--- config.mk ---
export PLATFORM = sky130hd
export DESIGN_NAME = ps2_keycode_receiver
export DESIGN_NICKNAME = d
export VERILOG_FILES = /design/src/rtl/ps2_keycode_receiver.sv
export SDC_FILE = /design/constraint.sdc
export NUM_CORES = 1
export LEC_CHECK = 0
export CAP_MARGIN = 20
export CELL_PAD_IN_SITES_DETAIL_PLACEMENT = 0
export CELL_PAD_IN_SITES_GLOBAL_PLACEMENT = 2
export CORE_ASPECT_RATIO = 0.6
export CORE_UTILIZATION = 25
export DETAILED_ROUTE_END_ITERATION = 8
export GPL_ROUTABILITY_DRIVEN = 1
export PLACE_DENSITY = 0.5
export SLEW_MARGIN = 10
export SYNTH_ARGS = -nofsm -noshare
export SYNTH_HDL_FRONTEND = slang
export SYNTH_HIERARCHICAL = 1
export SYNTH_SLANG_ARGS = --single-unit
--- constraint.sdc ---
create_clock -name clk -period 2.9 [get_ports clk]
set_input_delay 0.58 -clock clk [delete_from_list [all_inputs] [get_ports clk]]
set_output_delay 0.58 -clock clk [all_outputs]
set_load 0.005 [all_outputs]
--- src/rtl/ps2_keycode_receiver.sv ---
// PS/2 keyboard receiver: synchronised pins, frame check with inter-bit timeout, E0/F0 folding, FWFT event queue.
// Event visible 2 clk after the stop-bit edge is detected; no backpressure, an event arriving at a full queue is dropped with an overflow pulse.
module ps2_keycode_fifo #(
  parameter  int DEPTH = 4,
  parameter  int W     = 8,
  localparam int AW    = (DEPTH > 1) ? $clog2(DEPTH) : 1,
  localparam int CW    = $clog2(DEPTH + 1)
) (
  input  logic          clk,
  input  logic          resetn,
  input  logic          wr_vld,
  output logic          wr_rdy,
  input  logic [W-1:0]  wr_dat,
  output logic          rd_vld,
  input  logic          rd_rdy,
  output logic [W-1:0]  rd_dat,
  output logic [CW-1:0] count
);
  logic [W-1:0]  mem_q [DEPTH];
  logic [AW-1:0] wr_ptr_q, wr_ptr_d;
  logic [AW-1:0] rd_ptr_q, rd_ptr_d;
  logic [CW-1:0] cnt_q, cnt_d;
  logic          do_wr, do_rd;

  // A pop in the same cycle frees a slot, so a full queue still accepts a write.
  always_comb begin
    rd_vld   = (cnt_q != '0);
    do_rd    = rd_vld && rd_rdy;
    wr_rdy   = (cnt_q != CW'(DEPTH)) || do_rd;
    do_wr    = wr_vld && wr_rdy;
    wr_ptr_d = wr_ptr_q + AW'(do_wr);
    rd_ptr_d = rd_ptr_q + AW'(do_rd);
    cnt_d    = cnt_q + CW'(do_wr) - CW'(do_rd);
  end

  always_ff @(posedge clk or negedge resetn) begin
    if (!resetn) begin
      wr_ptr_q <= '0;
      rd_ptr_q <= '0;
      cnt_q    <= '0;
    end else begin
      wr_ptr_q <= wr_ptr_d;
      rd_ptr_q <= rd_ptr_d;
      cnt_q    <= cnt_d;
    end
  end

  always_ff @(posedge clk) begin
    if (do_wr) mem_q[wr_ptr_q] <= wr_dat;
  end

  assign rd_dat = mem_q[rd_ptr_q];
  assign count  = cnt_q;
endmodule

module ps2_keycode_receiver #(
  parameter int FIFO_DEPTH     = 4,
  parameter int TIMEOUT_CYCLES = 50000,
  parameter int SYNC_STAGES    = 2
) (
  input  logic                               clk,
  input  logic                               resetn,
  input  logic                               ps2_clk,
  input  logic                               ps2_dat,
  input  logic                               rd_en,
  output logic                               key_valid,
  output logic [7:0]                         key_code,
  output logic                               key_break,
  output logic                               key_ext,
  output logic                               frame_err,
  output logic                               overflow,
  output logic [$clog2(FIFO_DEPTH+1)-1:0]    count
);
  localparam int TW = $clog2(TIMEOUT_CYCLES + 1);

  typedef struct packed {
    logic       ext;
    logic       brk;
    logic [7:0] code;
  } key_evt_t;

  typedef enum logic {IDLE, RECV} state_t;

  logic [SYNC_STAGES-1:0] clk_sync_q, clk_sync_d;
  logic [SYNC_STAGES-1:0] dat_sync_q, dat_sync_d;
  logic                   clk_prev_q, clk_prev_d;
  logic                   fall, bit_dat;

  state_t        state_q, state_d;
  logic [3:0]    bit_cnt_q, bit_cnt_d;
  logic [7:0]    shift_q, shift_d;
  logic          par_q, par_d;
  logic [TW-1:0] to_cnt_q, to_cnt_d;
  logic          ext_pend_q, ext_pend_d;
  logic          brk_pend_q, brk_pend_d;
  logic          frame_err_q, frame_err_d;
  logic          evt_vld_q, evt_vld_d;
  key_evt_t      evt_q, evt_d;

  key_evt_t      head;
  logic          fifo_wr_rdy, fifo_rd_vld;

  always_comb begin
    clk_sync_d = {clk_sync_q[SYNC_STAGES-2:0], ps2_clk};
    dat_sync_d = {dat_sync_q[SYNC_STAGES-2:0], ps2_dat};
    clk_prev_d = clk_sync_q[SYNC_STAGES-1];
    fall       = clk_prev_q && !clk_sync_q[SYNC_STAGES-1];
    bit_dat    = dat_sync_q[SYNC_STAGES-1];
  end

  always_comb begin
    state_d     = state_q;
    bit_cnt_d   = bit_cnt_q;
    shift_d     = shift_q;
    par_d       = par_q;
    ext_pend_d  = ext_pend_q;
    brk_pend_d  = brk_pend_q;
    frame_err_d = 1'b0;
    evt_vld_d   = 1'b0;
    evt_d       = evt_q;
    to_cnt_d    = (state_q == RECV) ? to_cnt_q + TW'(1) : to_cnt_q;

    if (fall) begin
      to_cnt_d = '0;
      if (state_q == IDLE) begin
        if (!bit_dat) begin
          state_d   = RECV;
          bit_cnt_d = '0;
        end
      end else begin
        bit_cnt_d = bit_cnt_q + 4'd1;
        if (bit_cnt_q < 4'd8) begin
          shift_d = {bit_dat, shift_q[7:1]};
        end else if (bit_cnt_q == 4'd8) begin
          par_d = bit_dat;
        end else begin
          state_d   = IDLE;
          bit_cnt_d = '0;
          // Odd parity over data plus parity bit, and a high stop bit.
          if ((^{shift_q, par_q}) && bit_dat) begin
            if (shift_q == 8'hE0) begin
              ext_pend_d = 1'b1;
            end else if (shift_q == 8'hF0) begin
              brk_pend_d = 1'b1;
            end else begin
              evt_vld_d  = 1'b1;
              evt_d.ext  = ext_pend_q;
              evt_d.brk  = brk_pend_q;
              evt_d.code = shift_q;
              ext_pend_d = 1'b0;
              brk_pend_d = 1'b0;
            end
          end else begin
            frame_err_d = 1'b1;
            ext_pend_d  = 1'b0;
            brk_pend_d  = 1'b0;
          end
        end
      end
    end else if (state_q == RECV && to_cnt_q == TW'(TIMEOUT_CYCLES - 1)) begin
      state_d     = IDLE;
      bit_cnt_d   = '0;
      to_cnt_d    = '0;
      frame_err_d = 1'b1;
      ext_pend_d  = 1'b0;
      brk_pend_d  = 1'b0;
    end
  end

  // Synchroniser flops reset high so an idle bus produces no edge after reset.
  always_ff @(posedge clk or negedge resetn) begin
    if (!resetn) begin
      clk_sync_q  <= '1;
      dat_sync_q  <= '1;
      clk_prev_q  <= 1'b1;
      state_q     <= IDLE;
      bit_cnt_q   <= '0;
      shift_q     <= '0;
      par_q       <= 1'b0;
      to_cnt_q    <= '0;
      ext_pend_q  <= 1'b0;
      brk_pend_q  <= 1'b0;
      frame_err_q <= 1'b0;
      evt_vld_q   <= 1'b0;
      evt_q       <= '0;
    end else begin
      clk_sync_q  <= clk_sync_d;
      dat_sync_q  <= dat_sync_d;
      clk_prev_q  <= clk_prev_d;
      state_q     <= state_d;
      bit_cnt_q   <= bit_cnt_d;
      shift_q     <= shift_d;
      par_q       <= par_d;
      to_cnt_q    <= to_cnt_d;
      ext_pend_q  <= ext_pend_d;
      brk_pend_q  <= brk_pend_d;
      frame_err_q <= frame_err_d;
      evt_vld_q   <= evt_vld_d;
      evt_q       <= evt_d;
    end
  end

  ps2_keycode_fifo #(
    .DEPTH (FIFO_DEPTH),
    .W     ($bits(key_evt_t))
  ) u_evt_fifo (
    .clk    (clk),
    .resetn (resetn),
    .wr_vld (evt_vld_q),
    .wr_rdy (fifo_wr_rdy),
    .wr_dat (evt_q),
    .rd_vld (fifo_rd_vld),
    .rd_rdy (rd_en),
    .rd_dat (head),
    .count  (count)
  );

  assign key_valid = fifo_rd_vld;
  assign key_code  = fifo_rd_vld ? head.code : 8'h00;
  assign key_break = fifo_rd_vld && head.brk;
  assign key_ext   = fifo_rd_vld && head.ext;
  assign frame_err = frame_err_q;
  assign overflow  = evt_vld_q && !fifo_wr_rdy;
endmodule

==> metrics.md <==
| Metric | Value |
|---|---|
| Cts repair resizes | 0 |
| Worst setup EP type | output pin |
| Initial Utilization | approximately 26% |
| Core Util, Final | between 30% and 40% |
| Register area share after synthesis | just over 60% |
| GPL Wtd Cong | between 0.7 and 0.8 |
| Violation count after the first detailed-route iteration | slightly above 200 |
| Post-synth EDFFs | 40 |
| First-pass GRT wire length | 14.4 mm |
| Worst Setup SP | u_evt_fifo/rd_ptr_q[0]$_DFF_PN0_ |
| Worst Tran Pin Value | 0.724 ns |
| ANT cells | 0 |
| WP data arrival | 2.11 ns |
| CP required | about 2.3 ns |
| Total power | between 3 and 4 mW |
| Most frequent cells in the layout | 51 x dfrtp_1, 40 x edfxtp_1, 19 x clkdlybuf4s50_1 |
| Synthesis-to-finish area growth | 20.4% |
| Chip Width | about 170 microns |
| Largest cells by area after synthesis | dfrtp_1 30%, edfxtp_1 28%, mux4_2 5.3% |
| DRT antenna net count | 0 |
| GRT Util Overall | between 10 and 15% |
| Yosys top cell by area | dfrtp_1 |
| Gr ovfl total | 0 |
| Standard-cell row count | 36 |
| Post-layout nets | 358 |
| Drt wl/cell | approximately 15 microns |
| Final worst slack | about 0.21 ns |
| Post-synthesis cell count | around 310 |
| DRT Wirelength | 8.86 mm |
| RSZ-0062 raised after global routing | false |
| FF-to-FF path depth | 8 |
| Postcts setup bufs | 0 |
| Synth cell types | 53 |
| Largest net degree at the start of global routing | 21 |
| Mapped Area | about 4300 sq um |
| Drt via density | ~4.3 |
| Critical path class | reg2out |
| Vias | about 2500 |
| Layout fillers | about 1600 |
| Hpwl dp | around 6.1 mm |
| Post-Syn Area per Cell | around 14 sq um |
| Most common cell after layout, fill and taps aside | dfrtp_1 |
| Setup Skew | ~0.015 ns |
| Number of detailed-route iterations in the first pass | 4 |
| Worst-path clk slew | roughly 0.080 ns |
| Setup Viol. Count Final | 0 |
| Post-CTS Hold Fix Bufs | 0 |
| Tmin final | around 2.7 ns |
| Antenna violations before repair | 0 |
| Type of the worst min-delay path | in2async |
| Power density over cell area | 758 nW/um^2 |
| Reg2reg end | u_evt_fifo/count[2]$_DFF_PN0_ |
| Layout cells sized above 1 | between 10% and 20% |
| Status | finished clean |
| Primary FF master, synth | dfrtp_1 |
| Period utilisation layout | approximately 90% |
| F_max | around 370 MHz |
| Die area | between 15000 and 20000 sq um |
| Root Driver | clkbuf_16 |
| CTS tree | built |
| Synth Net Count | 320 |
| Synth top area share | between 20% and 30% |
| Max Root-Sink Buffers | 2 |
| Drt drc | 0 |
| Vias in the first global route | between 2000 and 2500 |
| Crit start category | register |
| Num CTS Buffers | 9 |
| Final hold vios | 0 |
| Core footprint | around 16000 sq um |
| Height of the die | between 100 and 150 microns |
| Max-cap violations | 0 |
| Max VDD drop | about 0.29 mV |
| # H-tree levels | 3 |
| Max Slew Vio Count | 0 |
| CTS Sinks | 96 |
| Pre-CTS WS | about 0.26 ns |
| Slew headroom | around half |
| Worst skew pair latency | ~0.35 ns |
| Yosys reg bits | 96 |
| Fin Setup TNS | 0 ns |
| Ports | 21 |
| Asr flop ratio synth | between 50% and 60% |
| R2R Path Start | u_evt_fifo/count[1]$_DFF_PN0_ |
| Pleak | between 1.5 and 2 nW |
| Worst-path fanout max | 11 |
| IO buf count | 20 |
| Reg2reg setup slack | ~0.63 ns |
| Yosys warnings | 6 |
[cells by family (layout without fill, tap and decap cells)]
logic type / after synthesis / count (layout) / synth area share [%]
AO/OA/AOI/OAI: 43 / 43 / 6.13
XOR/XNOR: 12 / 12 / 2.96
adder cells (fa/ha/maj): 8 / 8 / 2.52
buffers and inverters: 24 / 67 / 2.52
flip-flops: 96 / 96 / 61.1
multiplexers: 30 / 30 / 11.3
AND/OR/NAND/NOR: 94 / 94 / 13.4
[worst max-delay path, cell delays in order, from the launching register on]
cell,delay [ns]
dfrtp_1,0.33
buf_4,0.25
mux4_2,0.57
and2_1,0.18
clkdlybuf4s50_1,0.43
[per-layer routing]
layer	vias to the layer above	part of all wire [%]	wire [microns]	track usage, %
met1	1237	55	4910	17.2
met2	38	40	3520	14.9
li1	1225	-	-	-
met5	-	0	0	0
met4	0	0.90	80	3.33
met3	7	4.0	358	3.20
[sequential cells by signal, summed over array words and instances (netlist names)]
register and flops:
evt_q 10, u_evt_fifo/rd_ptr_q 2, ext_pend_q 1, evt_vld_q 1
u_evt_fifo/count 3, brk_pend_q 1, state_q 1, bit_cnt_q 4
clk_prev_q 1, u_evt_fifo/wr_ptr_q 2, frame_err 1, u_evt_fifo/mem_q 40
clk_sync_q 2, shift_q 8, par_q 1, dat_sync_q 2
to_cnt_q 16
[layout make-up]
| type | count | area, sq um | area share [%] |
|---|---|---|---|
| flip-flops and latches | 96 | 2610 | 50.8 |
| multi-input cells | 187 | 1570 | 30.5 |
| repair buffers | 36 | 315 | 6.14 |
| well taps | 228 | 285 | 5.55 |
| clock buffers | 9 | 225 | 4.38 |
| clock inverters | 7 | 77.6 | 1.51 |
| inverters | 15 | 56.3 | 1.10 |
[synth_stat cells (3+ instances only)]
master and count:
mux4_2 10, a41oi_1 3, or3b_1 3, mux2_4 9
mux2_1 9, dfrtp_1 51, and2_1 12, nand2_1 18
xor2_1 4, a21oi_1 18, nor2_1 13, or3_1 5
nor2b_1 6, clkbuf_1 5, ha_1 7, nand4_1 7
o21ai_1 8, nor4_1 4, nor3_1 4, edfxtp_1 40
xnor2_1 6, nor4bb_1 3, dfstp_2 5, o21ai_0 3
inv_1 13, nand2b_1 3
[where the power goes]
part           internal (mW)  switching (mW)
registers               1.54           0.199
clock network          0.617           0.571
logic                  0.562           0.403
[how the worst max path moves through the flow]
stage                     slack [ns]                             to  cells past startpoint
after CTS                       0.17                      key_break                      3
after global routing            0.11                      key_break                      4
final                           0.21                      key_break                      4
after detailed placement        0.26                       overflow                      5
after global placement          0.27                       overflow                      5
after floorplan                 0.56  u_evt_fifo/count[2]$_DFF_PN0_                      8
[metrics by stage]
| step | hold WS (ns) | area (sq um) | instances |
|---|---|---|---|
| 2_1_floorplan | 0.284 | 4270 | 307 |
| 3_3_place_gp | 0.347 | 4830 | 562 |
| 3_5_place_dp | 0.348 | 4830 | 562 |
| 4_1_cts | 0.208 | 5140 | 578 |
| 5_1_grt | 0.211 | 5140 | 578 |
| 6_report | 0.193 | 5140 | 578 |
Note: power is estimated with default switching activity, not from simulation.
